`src/rtl/lane_sprite_blitter.sv`:
```
// Lane sprite blitter: restores the background under the previous sprite, then draws it in the new lane.
// Optional `BLIT_TRANSPARENCY_EN suppresses the plot strobe for DRAW pixels whose colour equals TRANSP_KEY.
module lane_sprite_blitter #(
  parameter int          SPR_W      = 10,
  parameter int          SPR_H      = 20,
  parameter int          NUM_LANES  = 3,
  parameter int          LANE_X0    = 40,
  parameter int          LANE_PITCH = 40,
  parameter int          SPR_Y      = 90,
  parameter int          SCREEN_W   = 160,
  parameter int          CW         = 3,
  parameter logic [CW-1:0] TRANSP_KEY = '0,
  localparam int         SAW        = (SPR_W * SPR_H > 1) ? $clog2(SPR_W * SPR_H) : 1
) (
  input  logic           iClock,
  input  logic           iResetn,
  input  logic           iStart,
  input  logic [2:0]     iLane,
  output logic           oBusy,
  output logic           oDone,
  output logic [SAW-1:0] oSprAddr,
  input  logic [CW-1:0]  iSprColour,
  output logic [16:0]    oBgAddr,
  input  logic [CW-1:0]  iBgColour,
  output logic [8:0]     oX,
  output logic [7:0]     oY,
  output logic [CW-1:0]  oColour,
  output logic           oPlot
);
  localparam int COLW = (SPR_W > 1) ? $clog2(SPR_W) : 1;
  localparam int ROWW = (SPR_H > 1) ? $clog2(SPR_H) : 1;

  // DRAIN covers the cycle in which the last DRAW address is being plotted.
  typedef enum logic [2:0] {S_IDLE, S_CLEAR, S_DRAW, S_DRAIN, S_DONE} state_t;
  state_t state_q, state_d;

  logic [COLW-1:0] col_q, col_d;
  logic [ROWW-1:0] row_q, row_d;
  logic [8:0]      prev_x_q, prev_x_d, new_x_q, new_x_d;
  logic            have_prev_q, have_prev_d;
  logic            pv_q, pv_d, src_q, src_d;
  logic [8:0]      px_q, px_d, x_hold_q, x_hold_d;
  logic [7:0]      py_q, py_d, y_hold_q, y_hold_d;
  logic [CW-1:0]   c_hold_q, c_hold_d;

  logic            sweeping, last_col, last_px, transp, plot;
  logic [2:0]      lane_sel;
  logic [CW-1:0]   pix_colour;

  assign sweeping = (state_q == S_CLEAR) || (state_q == S_DRAW);
  assign last_col = (col_q == COLW'(SPR_W - 1));
  assign last_px  = last_col && (row_q == ROWW'(SPR_H - 1));
  assign lane_sel = (iLane > 3'(NUM_LANES - 1)) ? 3'(NUM_LANES - 1) : iLane;
  assign pix_colour = src_q ? iSprColour : iBgColour;

`ifdef BLIT_TRANSPARENCY_EN
  assign transp = src_q && (iSprColour == TRANSP_KEY);
`else
  // Key stays referenced so both builds share one parameter list; it never masks a pixel here.
  assign transp = 1'b0 & (iSprColour == TRANSP_KEY);
`endif
  assign plot = pv_q && !transp;

  always_ff @(posedge iClock or negedge iResetn) begin
    if (!iResetn) state_q <= S_IDLE;
    else          state_q <= state_d;
  end

  always_comb begin
    state_d = state_q;
    case (state_q)
      S_IDLE:  if (iStart) state_d = have_prev_q ? S_CLEAR : S_DRAW;
      S_CLEAR: if (last_px) state_d = S_DRAW;
      S_DRAW:  if (last_px) state_d = S_DRAIN;
      S_DRAIN: state_d = S_DONE;
      S_DONE:  state_d = S_IDLE;
      default: state_d = S_IDLE;
    endcase
  end

  always_comb begin
    col_d       = '0;
    row_d       = '0;
    prev_x_d    = prev_x_q;
    new_x_d     = new_x_q;
    have_prev_d = have_prev_q;
    if (sweeping) begin
      col_d = last_col ? '0 : col_q + 1'b1;
      row_d = last_px ? '0 : (last_col ? row_q + 1'b1 : row_q);
    end
    if (state_q == S_IDLE && iStart)
      new_x_d = 9'(LANE_X0) + 9'(lane_sel) * 9'(LANE_PITCH);
    if (state_q == S_DONE) begin
      prev_x_d    = new_x_q;
      have_prev_d = 1'b1;
    end
    // Coordinates travel one stage so they line up with the ROM data.
    pv_d  = sweeping;
    src_d = (state_q == S_DRAW);
    px_d  = ((state_q == S_DRAW) ? new_x_q : prev_x_q) + 9'(col_q);
    py_d  = 8'(SPR_Y) + 8'(row_q);
    x_hold_d = plot ? px_q : x_hold_q;
    y_hold_d = plot ? py_q : y_hold_q;
    c_hold_d = plot ? pix_colour : c_hold_q;
  end

  always_ff @(posedge iClock or negedge iResetn) begin
    if (!iResetn) begin
      col_q <= '0;        row_q <= '0;
      prev_x_q <= '0;     new_x_q <= '0;     have_prev_q <= 1'b0;
      pv_q <= 1'b0;       src_q <= 1'b0;
      px_q <= '0;         py_q <= '0;
      x_hold_q <= '0;     y_hold_q <= '0;    c_hold_q <= '0;
    end else begin
      col_q <= col_d;     row_q <= row_d;
      prev_x_q <= prev_x_d; new_x_q <= new_x_d; have_prev_q <= have_prev_d;
      pv_q <= pv_d;       src_q <= src_d;
      px_q <= px_d;       py_q <= py_d;
      x_hold_q <= x_hold_d; y_hold_q <= y_hold_d; c_hold_q <= c_hold_d;
    end
  end

  always_comb begin
    oBusy    = (state_q == S_CLEAR) || (state_q == S_DRAW) || (state_q == S_DRAIN);
    oDone    = (state_q == S_DONE);
    oSprAddr = '0;
    oBgAddr  = '0;
    if (state_q == S_DRAW)
      oSprAddr = SAW'(row_q) * SAW'(SPR_W) + SAW'(col_q);
    if (state_q == S_CLEAR)
      oBgAddr = (17'(SPR_Y) + 17'(row_q)) * 17'(SCREEN_W) + 17'(prev_x_q) + 17'(col_q);
    oPlot   = plot;
    oX      = plot ? px_q : x_hold_q;
    oY      = plot ? py_q : y_hold_q;
    oColour = plot ? pix_colour : c_hold_q;
  end
endmodule

```
`config.mk`:
```
export PLATFORM = sky130hd
export DESIGN_NAME = lane_sprite_blitter
export DESIGN_NICKNAME = d
export VERILOG_FILES = /design/src/rtl/lane_sprite_blitter.sv
export SDC_FILE = /design/constraint.sdc
export NUM_CORES = 1
export LEC_CHECK = 0
export ABC_AREA = 1
export BUFFER_PORTS_ARGS = -buffer_cell sky130_fd_sc_hd__buf_2
export CORE_ASPECT_RATIO = 1.5
export CORE_UTILIZATION = 45
export DETAILED_ROUTE_END_ITERATION = 7
export MAX_ROUTING_LAYER = met4
export PLACE_DENSITY_LB_ADDON = 0.05
export SKIP_CTS_REPAIR_TIMING = 1
export SYNTH_ARGS = -nofsm -noshare
export SYNTH_HDL_FRONTEND = slang
export SYNTH_SLANG_ARGS = --single-unit
export TNS_END_PERCENT = 50
```
`constraint.sdc`:
```
create_clock -name iClock -period 3.81 [get_ports iClock]
set_input_delay 0.1905 -clock iClock [delete_from_list [all_inputs] [get_ports iClock]]
set_output_delay 0.1905 -clock iClock [all_outputs]
set_load 0.02 [all_outputs]
```
# Yosys cells after proc, flatten, opt, wreduce, memory -nomap -nowiden
# Cells that the tools add are included.
word_totals:
  regBits: 70
  input_bits: 12
  output_inout_bits: 48
op_classes:
  addsub: 9
  n_mul: 3
  magnitude_cmp: 1
  n_eq_ne: 10
  mux: 18
  n_reduce_logical: 6
ops:
  columns: ["cell", "n"]
  rows:
  - ["$mux W3", 6]
  - ["$mux W9", 2]
  - ["$add A16 B9 Y17", 1]
  - ["$add A17 B4 Y17", 1]
  - ["$mux W17", 1]
  - ["$add A7 B5 Y8 const A", 2]
  - ["$mux W8", 2]
  - ["$mux W5", 3]
  - ["$pmux W3 S4", 1]
  - ["$mul A8 B3 Y11 const B", 1]
  - ["$add A6 B9 Y9 const A", 1]
  - ["$add A9 B4 Y9", 1]
  - ["$add A8 B4 Y8", 1]
  - ["$mux W4", 2]
  - ["$mul A5 B3 Y7 const B", 1]
  - ["$eq A3 B2 Y1 const B", 2]
  - ["$mul A3 B3 Y6 const B", 1]
  - ["$add A5 B1 Y5 const B", 1]
  - ["$eq A5 B5 Y1 const B", 1]
  - ["$add A4 B1 Y4 const B", 1]
  - ["$eq A4 B4 Y1 const B", 1]
  - ["$ne A2 B2 Y1 const B", 2]
  - ["$eq A3 B1 Y1 const B", 1]
  - ["$eq A3 B3 Y1 const B", 1]
  - ["8 further kinds", 10]

# Longest topological paths before layout
# Gate-level depths: netlist of the first run.
depth:
  depth_word: 5
  ltp_mapped: 17

# Worst setup path after synthesis of the first run
# Ideal clock, no wire load.
synth_timing:
  kind: "reg2out"
  from: "reg row_q[1]"
  to: "out oBgAddr[12]"
  arrival_ns: 2.766
  setup_slack_ns: 0.853
  path_stages_with_launch: 16
  n_path_buf: 0
  path_cell_list: "dfrtp_1 > inv_1 > o21ai_0 > xor2_1 > inv_1 > ha_1 > fa_1 > nand2_1 > inv_1 > nand2_1 > nand2_1 > a21oi_1 > nor2_1 > nand2_1 > nand2_1 > nor2_1"
synth_via:
  elab_chain_cells: 5
synth_rtl:
  columns: ["element", "line", "text"]
  rows:
  - ["from (decl)", "38", "logic [ROWW-1:0] row_q, row_d;"]
  - ["from (signal assigned)", "115", "col_q <= col_d; row_q <= row_d;"]
  - ["$add A7 B5 Y8", "131", "oBgAddr = (17'(SPR_Y) + 17'(row_q)) * 17'(SCREEN_W) + 17'(prev_x_q) + 17'(col_q);"]
  - ["$mul A8 B3 Y11", "131", null]
  - ["$add A16 B9 Y17", "131", null]
  - ["$add A17 B4 Y17", "131", null]
  - ["$mux W17", "130", "if (state_q == S_CLEAR)"]
  - ["to (decl)", "23", "output logic [16:0] oBgAddr,"]
# No other way between the ends.

# Worst setup path in the final report of the first run
# Ends and elaborated chain as after synthesis.

==> reports/qor.txt, run 1 <==
Critical R2R Capture = px_q[7]
Critical Path Fanout Max = 7
routed vias = 2964
Final period util = 89.8%
CP arrival = 3230 ps
TNS Setup = 0 ps
area delta synth->final = 19.7%
clock sinks = 63
violated checks = hold timing
Slew @ Worst Pin = 863 ps
fin crit period = 3420 ps
CTS buffer count = 9
most common cell after layout, fill and taps aside = nand2_1
crit end category = output port
final WL = 7700 microns
post-route setup slack = 387 ps
slowest cell on the critical path = fa_1
nets@finish = 538
CTS tree = built
vias in the first global route = 2826
Ports = 60
mapped cell area = 3710 sq um
DP Wirelength = 6010 microns
Slew Limit Fails = 0
Floorplan Core Area = 8010 sq um
buffer depth of the longest clock path = 2
most frequent cells in the layout = nand2_1, dfrtp_1, inv_1, buf_2, nor2_1
# diodes = 0
cell mode on critical path = nand2_1
syn_area_per_cell = 8.79 sq um
later-pin clock latency in the skew report = 330 ps
layout cells sized above 1 = 21.5%
global route overflow = 0
worst slack, placed = 563 ps
Top FF cell, synth = dfrtp_1
Req. time, crit path = 3620 ps
number of routed nets with antenna violations = 0
DR vias/cell = 4.95
DR DRC count = 0
share of the synthesized area in the top cell type = 42.5%
Placement Rows = 40
Final Hold Viols = 40
Max-slew headroom = 42.5%
Overall Power = 3.04 mW
Worst Hold Class = input port to asynchronous set/reset pin
initial antenna violation count = 0
final number of setup-violating endpoints = 0
total die area = 8620 sq um
Worst IR Drop VDD = 0.381 mV
worst r2r path cells = 7
number of port buffers = 57
Synth cell types = 36
largest net degree at the start of global routing = 42
R2R Setup Slk = 1920 ps
mean routed wirelength per cell = 12.8 microns
Final Wtd Congestion = 0.880
critical-path cell list = inv_1 > o21ai_0 > xor2_1 > inv_1 > ha_1 > fa_1 > nand2_1 > inv_1 > nand2_1 > nand2_1 > a21oi_2 > nor2_1 > nand2_1 > nand2_1 > nor2_1 > buf_2
WHS = -26.1 ps
top cell type by total area after synthesis = dfrtp_1
leading post-synthesis cells by cell area = dfrtp_1, ha_1, nand2_1
f_max = 292 MHz
Post-synth EDFFs = 0
first-pass GRT wire length = 13200 microns
DIE HEIGHT = 113 microns
Cells after Synth = 422
Clock transition at path regs = 60 ps
clk_skew = 8.49 ps
initial drt markers = 145
Power Density = 685 nW/um^2
htree depth = 3
Overall Global Routing Usage = 20.5%
critical path launch point = row_q[1]
Setup crit start kind = flop
FF+latch count, synth = 63
Crit path largest cell delay = 560 ps
number of iterations in the first detailed-routing pass = 4
part of the Yosys area used for sequential elements = 42.5%
fill count = 760
asr flop ratio synth = 100%
status = finished, violations left
die width = 76.1 microns
max_cap viols = 0
Initial Util = 46.3%
clk root buf = clkbuf_16
Worst setup endpoint = oBgAddr[12]
yosys warns = 0
Util after Layout = 55.5%
Worst Setup Path Type = flop to output port
Pleak = 2.39 nW
RSZ-0062 raised after global routing = no
reg2reg start = state_q[0]
synth_stat cells, types with 2 or more instances:
master	instances
o21ai_4	2
a31oi_1	4
mux2_2	17
o21ai_2	2
nand2_1	81
nand4_1	4
xor2_1	10
nand3_1	20
buf_2	2
a21oi_1	18
fa_1	3
nand3b_1	2
nand2_4	2
xnor2_1	5
dfrtp_1	63
inv_1	57
ha_1	34
nor3_1	4
nor2_1	43
nor2_2	2
conb_1	2
o21ai_0	30
buf_4	2
per-layer routing:
metal / GRT usage (%) / vias up / part of all wire, %
met3: 3.63 / 12 / 3.0
met1: 23.5 / 1400 / 44
met4: 9.36 / 0 / 2.4
met2: 35.0 / 51 / 51
li1: - / 1501 / -
met5: - / - / 0
worst max-delay path: cells and delay by family (launching register included):
kind | cells | cell delay (ps)
fa+ha+maj | 2 | 890
xor+xnor | 1 | 230
simple gates | 7 | 500
compound gates | 2 | 390
buf+inv | 4 | 450
flops | 1 | 450
cells by family after synthesis:
family	Yosys count	synth area share, %
compound gates	60	9.24
xor+xnor	15	3.54
fa+ha+maj	37	13.1
buf+inv	66	7.32
flops	63	42.5
mux	18	5.43
other cells	2	0.202
simple gates	161	18.7
through the flow:
step	instances	area, sq um	hold WS, ps
after floorplan	425	3720	-105
after global placement	583	4110	365
after detailed placement	583	4110	369
after CTS	599	4440	14.1
after global routing	599	4440	56.1
final	599	4440	-26.1
report_power, final:
| part | total [mW] | switching, mW | internal (mW) | leakage [nW] |
|---|---|---|---|---|
| clock | 0.892 | 0.312 | 0.580 | 0.157 |
| sequential | 1.00 | 0.140 | 0.862 | 0.784 |
| combinational | 1.15 | 0.746 | 0.405 | 1.45 |
| total | 3.04 | 1.20 | 1.85 | 2.39 |
layout make-up:
class                   count  area [sq um]  share of cell area [%]
clock buffers               9           225                    5.07
clock inverters             7           103                    2.31
inverters                  60           228                    5.13
multi-input cells         296          1880                    42.3
flip-flops and latches     63          1580                    35.5
well taps                 105           131                    2.96
repair buffers             59           300                    6.76
sequential cells by signal, summed over array words and instances (netlist names):
register	flops
oPlot	1
src_q	1
x_hold_q	9
new_x_q	6
py_q	7
row_q	5
px_q	9
have_prev_q	1
c_hold_q	3
state_q	3
y_hold_q	8
prev_x_q	6
col_q	4
worst min-delay path by stage:
stage / endpoint / cells past startpoint
5_1_grt: x_hold_q[2] / 1
6_report: x_hold_q[2] / 1
2_1_floorplan: c_hold_q[0] / 0
3_3_place_gp: x_hold_q[2] / 1
4_1_cts: oPlot / 1
3_5_place_dp: x_hold_q[2] / 1
No activity file was read; power rests on OpenSTA's default activity.
==> inputs of run 2 (changes only) <==
--- a/config.mk
+++ b/config.mk
@@ -7,5 +7,5 @@
 export LEC_CHECK = 0
-export ABC_AREA = 1
 export BUFFER_PORTS_ARGS = -buffer_cell sky130_fd_sc_hd__buf_2
 export CORE_ASPECT_RATIO = 1.5
+export CORE_MARGIN = 1.5
 export CORE_UTILIZATION = 45
==> constraint.sdc (replaced) <==
create_clock -name iClock -period 3.81 [get_ports iClock]
set_input_delay 0.762 -clock iClock [delete_from_list [all_inputs] [get_ports iClock]]
set_output_delay 0.762 -clock iClock [all_outputs]
set_load 0.02 [all_outputs]
==> run 2 against run 1 <==
The run ends with setup timing left; sequential share of layout area down 1.2 points; sequential cell count unchanged; count of clock-buffer cells in the layout up 2; cell area grew 3.6%; combinational power fell by 92%; clock skew is 5.0 ps lower; worst setup slack lost 540 ps; largest cell class unchanged; fmax fell by 14%; cell count decreased by 12%; wire length shrank 1.4%; highest routed layer unchanged; synthesized cell count is 20% lower.
==> reports/qor.txt, run 2 <==
status = finished, violations left (unchanged)
violated checks = setup timing (was hold timing)
Final Hold Viols = 0 (was 40)
CP arrival = 3200 ps (was 3230 ps)
Ports = 60 (unchanged)
Clock transition at path regs = 50 ps (was 60 ps)
htree depth = 3 (unchanged)
Util after Layout = 58.2% (was 55.5%)
area delta synth->final = 26.7% (was 19.7%)
number of port buffers = 57 (unchanged)
vias in the first global route = 2595 (was 2826)
share of the synthesized area in the top cell type = 43.4% (was 42.5%)
dpl cells = 508 (was 583)
cell mode on critical path = ha_4 (was nand2_1)
Max-slew headroom = 40.3% (was 42.5%)
Final period util = 104% (was 89.8%)
DR DRC count = 0 (unchanged)
later-pin clock latency in the skew report = 330 ps (about the same)
mapped cell area = 3630 sq um (was 3710 sq um)
die width = 76.4 microns (was 76.1 microns)
Req. time, crit path = 3050 ps (was 3620 ps)
most common cell after layout, fill and taps aside = dfrtp_1 (was nand2_1)
Post-synth EDFFs = 0 (unchanged)
met2 Usage GRT = 31.5% (was 35.0%)
RSZ-0062 raised after global routing = yes (was no)
met1 Usage GRT = 23.3% (was 23.5%)
DP Wirelength = 5620 microns (was 6010 microns)
buffer depth of the longest clock path = 2 (unchanged)
synth cell count leaders = dfrtp_1, ha_1, nor2_1 (was nand2_1, dfrtp_1, inv_1)
FF+latch count, synth = 63 (unchanged)
initial drt markers = 53 (was 145)
Cell Area, Placed = 4120 sq um (was 4110 sq um)
final instance area = 4600 sq um (was 4440 sq um)
syn_area_per_cell = 10.7 sq um (was 8.79 sq um)
CTS tree = built (unchanged)
mean routed wirelength per cell = 14.4 microns (was 12.8 microns)
final non-filler cell total = 526 (was 599)
total die area = 8630 sq um (was 8620 sq um)
first-pass GRT wire length = 12600 microns (was 13200 microns)
Worst Setup Path Type = flop to output port (unchanged)
global route overflow = 0 (unchanged)
Top FF cell, synth = dfrtp_1 (unchanged)
Setup crit start kind = flop (unchanged)
Critical Path Fanout Max = 4 (was 7)
clock sinks = 63 (unchanged)
DIE HEIGHT = 113 microns (about the same)
Cells after Synth = 339 (was 422)
Pleak = 2.24 nW (was 2.39 nW)
Final Wtd Congestion = 0.843 (was 0.880)
clk_skew = 3.49 ps (was 8.49 ps)
TNS Setup = -154 ps (was 0 ps)
Floorplan Core Area = 7910 sq um (was 8010 sq um)
critical-path cell list = ha_4 > or3_4 > ha_4 > ha_4 > nor2_1 > o21ba_1 > or2_4 > or4_1 > a21oi_2 > buf_4 (was inv_1 > o21ai_0 > xor2_1 > inv_1 > ha_1 > fa_1 > nand2_1 > inv_1 > nand2_1 > nand2_1 > a21oi_2 > nor2_1 > nand2_1 > nand2_1 > nor2_1 > buf_2)
crit end category = output port (unchanged)
DR vias/cell = 5.02 (was 4.95)
Overall Power = 1.60 mW (was 3.04 mW)
f_max = 252 MHz (was 292 MHz)
WHS = 473 ps (was -26.1 ps)
Placement Rows = 40 (unchanged)
most frequent cells in the layout = dfrtp_1, buf_2, nor2_1 (was nand2_1, dfrtp_1, inv_1, buf_2, nor2_1)
top cell type by total area after synthesis = dfrtp_1 (unchanged)
final number of setup-violating endpoints = 1 (was 0)
Overall Global Routing Usage = 19.5% (was 20.5%)
clk root buf = clkbuf_16 (unchanged)
Worst IR Drop VDD = 0.206 mV (was 0.381 mV)
fin crit period = 3960 ps (was 3420 ps)
yosys warns = 0 (unchanged)
initial antenna violation count = 0 (unchanged)
M3 GR Usage = 4.68% (was 3.63%)
worst slack, placed = -58.5 ps (was 563 ps)
Slew Limit Fails = 0 (unchanged)
max_cap viols = 0 (unchanged)
part of the Yosys area used for sequential elements = 43.4% (was 42.5%)
fill count = 743 (was 760)
largest net degree at the start of global routing = 34 (was 42)
number of iterations in the first detailed-routing pass = 4 (unchanged)
slowest cell on the critical path = or4_1 (was fa_1)
Power Density = 347 nW/um^2 (was 685 nW/um^2)
Synth cell types = 48 (was 36)
Initial Util = 45.9% (was 46.3%)
Top Usage Layer GRT = met2 (unchanged)
final WL = 7590 microns (was 7700 microns)
CTS buffer count = 9 (unchanged)
Largest regs = px_q x9, x_hold_q x9, y_hold_q x8 (unchanged)
layout cells sized above 1 = 35.4% (was 21.5%)
routed vias = 2639 (was 2964)
cell with the most instances after synthesis = dfrtp_1 (was nand2_1)
asr flop ratio synth = 100% (unchanged)
Crit path largest cell delay = 480 ps (was 560 ps)
number of routed nets with antenna violations = 0 (unchanged)
nets@finish = 466 (was 538)
leading post-synthesis cells by cell area = dfrtp_1, ha_1, mux2_2 (was dfrtp_1, ha_1, nand2_1)
Slew @ Worst Pin = 895 ps (was 863 ps)
post-route setup slack = -154 ps (was 387 ps)
Worst Hold Class = flop to flop (was input port to asynchronous set/reset pin)
# diodes = 0 (unchanged)
==> run 2: path summary, 6_finish.rpt <==
check,slack (ps),cells after the start,startpoint,end
hold reg to reg,470,0,col_q[1],px_q[1]
min in group asynchronous,510,1,iResetn,py_q[6]
setup reg to reg,1570,8,state_q[1],px_q[7]
setup / recovery,-150,10,row_q[1],oBgAddr[13]
hold / removal,470,0,col_q[1],px_q[1]
max in group asynchronous,2520,2,iResetn,new_x_q[6]
==> run 2: area by class of cell <==
cell class / count / area, sq um / area share, %
Clock buffer: 11 / 253 / 5.49
Clock inverter: 4 / 45.0 / 0.979
Inverter: 14 / 53.8 / 1.17
Multi-Input combinational cell: 252 / 2100 / 45.7
Sequential cell: 63 / 1580 / 34.3
Tap cell: 105 / 131 / 2.85
Timing Repair Buffer: 77 / 438 / 9.52
==> run 2: routing by layer <==
layer	vias to the layer above	share of wire, %
met5	-	0
met4	0	1.7
met3	9	3.8
met2	54	51
met1	1254	43
li1	1322	-
==> run 2: logic make-up (layout without fill, tap and decap cells) <==
kind of cell | after synthesis | in the layout | synth area share (%)
AND/OR/NAND/NOR | 98 | 98 | 14.1
flip-flops | 63 | 63 | 43.4
AO/OA/AOI/OAI | 53 | 53 | 9.40
adder cells (fa/ha/maj) | 37 | 37 | 13.4
multiplexers | 33 | 33 | 9.92
buffers and inverters | 27 | 106 | 3.41
XOR/XNOR | 26 | 26 | 6.27
other | 2 | 5 | 0.207
==> run 2: report_power, final <==
part / internal, mW / total (mW) / switching [mW] / leakage, nW
combinational: 0.0359 / 0.0896 / 0.0537 / 1.35
clock: 0.533 / 0.808 / 0.275 / 0.151
sequential: 0.691 / 0.701 / 0.00973 / 0.745
==> run 2: critical path, delay by kind of cell (launching register included) <==
kind                       cells  cell delay, ps
DFF                            1             440
and+or+nand+nor                4            1170
buffers and inverters          1             160
AOI/OAI and AO/OA              2             340
adders and majority gates      3             750
==> inputs of run 3 (changes only) <==
Clock period 3.81 ns to 4.2 ns, I/O delays scaled along.
==> run 3 against run 2 <==
The run now ends clean; cell area down 2.7%; combinational power down 10%; sequential cell count unchanged; first-iteration DRC count up 83%; via count up 0.49%; critical endpoint unchanged; largest cell class unchanged; largest power group unchanged; highest routed layer unchanged.
==> reports/qor.txt, run 3 (synthesis results as in run 2) <==
status = complete, no violations (was finished, violations left)
Floorplan Core Area = 7910 sq um (unchanged)
Pleak = 2.19 nW (was 2.24 nW)
Max-slew headroom = 40.7% (was 40.3%)
cell mode on critical path = ha_4 (unchanged)
Overall Global Routing Usage = 19.0% (was 19.5%)
Util after Layout = 56.6% (was 58.2%)
Sequential cell area = 1580 sq um (unchanged)
Slew Limit Fails = 0 (unchanged)
most frequent cells in the layout = dfrtp_1, buf_2, nor2_1 (unchanged)
Slew @ Worst Pin = 890 ps (was 895 ps)
Final period util = 98.0%
met2 Usage GRT = 30.4% (was 31.5%)
Worst IR Drop VDD = 0.258 mV (was 0.206 mV)
clock sinks = 63 (unchanged)
later-pin clock latency in the skew report = 330 ps (about the same)
global route overflow = 0 (unchanged)
M3 GR Usage = 4.11% (was 4.68%)
DR vias/cell = 5.11 (was 5.02)
TNS Setup = 0 ps (was -154 ps)
most common cell after layout, fill and taps aside = dfrtp_1 (unchanged)
final WL = 7290 microns (was 7590 microns)
mean routed wirelength per cell = 14.0 microns (was 14.4 microns)
Clock transition at path regs = 50 ps (about the same)
slowest cell on the critical path = or4_1 (unchanged)
first-pass GRT wire length = 12500 microns (was 12600 microns)
buffer depth of the longest clock path = 2 (unchanged)
layout cells sized above 1 = 31.9% (was 35.4%)
Req. time, crit path = 3360 ps (was 3050 ps)
fin crit period = 4120 ps
Worst Hold Class = flop to flop (unchanged)
Critical Path Fanout Max = 4 (unchanged)
total die area = 8630 sq um (unchanged)
f_max = 243 MHz
CTS buffer count = 9 (unchanged)
initial antenna violation count = 0 (unchanged)
Ports = 60 (unchanged)
die width = 76.4 microns (unchanged)
number of port buffers = 57 (unchanged)
DP Wirelength = 5420 microns (was 5620 microns)
nets@finish = 458 (was 466)
met1 Usage GRT = 22.9% (was 23.3%)
number of routed nets with antenna violations = 0 (unchanged)
Power Density = 325 nW/um^2 (was 347 nW/um^2)
Initial Util = 45.9% (unchanged)
critical-path cell list = ha_4 > or3_1 > ha_4 > ha_4 > nor2_1 > o21ba_1 > or2_4 > or4_1 > a21oi_1 > buf_4 (was ha_4 > or3_4 > ha_4 > ha_4 > nor2_1 > o21ba_1 > or2_4 > or4_1 > a21oi_2 > buf_4)
Largest regs = px_q x9, x_hold_q x9, y_hold_q x8 (unchanged)
max_cap viols = 0 (unchanged)
CTS tree = built (unchanged)
Crit path largest cell delay = 510 ps (was 480 ps)
Placement Rows = 40 (unchanged)
# diodes = 0 (unchanged)
number of iterations in the first detailed-routing pass = 4 (unchanged)
fill count = 743 (unchanged)
CP arrival = 3280 ps (was 3200 ps)
Top Usage Layer GRT = met2 (unchanged)
final number of setup-violating endpoints = 0 (was 1)
area delta synth->final = 23.2% (was 26.7%)
DIE HEIGHT = 113 microns (unchanged)
Final Hold Viols = 0 (unchanged)
vias in the first global route = 2663 (was 2595)
area of the multi-input gates = 2030 sq um (was 2100 sq um)
clk root buf = clkbuf_16 (unchanged)
crit end category = output port (unchanged)
routed vias = 2652 (was 2639)
Worst Setup Path Type = flop to output port (unchanged)
Final Wtd Congestion = 0.849 (was 0.843)
largest net degree at the start of global routing = 40 (was 34)
htree depth = 3 (unchanged)
clk_skew = 4.56 ps (was 3.49 ps)
Setup crit start kind = flop (unchanged)
initial drt markers = 97 (was 53)
DR DRC count = 0 (unchanged)
[run 3: cell count changes in the layout (fill, tap and decap cells not counted), moves of 2 or more]
cell	change
xnor2_2	-2
xnor2_1	+2
clkinvlp_4	+3
clkinv_2	-2
buf_4	-8
[run 3: metrics by stage]
stage	hold slack (ps)	power, mW	worst slack [ps]	instance area, sq um	instances
2_1_floorplan	422	0.694	216	3640	342
3_3_place_gp	474	0.727	280	4040	498
3_5_place_dp	483	0.729	244	4040	498
4_1_cts	494	1.48	-130	4340	514
5_1_grt	504	1.51	-80.1	4480	519
6_report	488	1.45	84.2	4480	519
[run 3: power breakdown]
part / switching [mW] / leakage [nW] / internal, mW
Clock: 0.264 / 0.138 / 0.474
Combinational: 0.0485 / 1.31 / 0.0321
Sequential: 0.00895 / 0.745 / 0.627
[run 3: critical path, delay by kind of cell (launching register included)]
kind	cells	cell delay [ps]
adders and majority gates	3	760
buffers and inverters	1	160
DFF	1	440
AOI/OAI and AO/OA	2	350
and+or+nand+nor	4	1230
[run 3: path summary, 6_finish.rpt]
| kind | from | to | slack, ps | cells after the start |
|---|---|---|---|---|
| max in group asynchronous | iResetn | y_hold_q[1] | 2720 | 2 |
| min in group asynchronous | iResetn | x_hold_q[0] | 620 | 1 |
| hold / removal | col_q[1] | px_q[1] | 490 | 0 |
| setup / recovery | row_q[1] | oBgAddr[13] | 80 | 10 |
| hold reg to reg | col_q[1] | px_q[1] | 490 | 0 |
| setup reg to reg | state_q[1] | px_q[7] | 1950 | 8 |
[run 3: final cells by class]
type	count	area share, %
clock inverters	5	1.29
flip-flops and latches	63	35.3
inverters	14	1.20
repair buffers	69	8.44
well taps	105	2.94
multi-input cells	252	45.4
clock buffers	11	5.42
[run 3: per-layer routing]
metal	share of wire, %	vias up
met1	44	1281
met4	2.2	0
met5	0	-
li1	-	1309
met2	50	50
met3	3.8	12
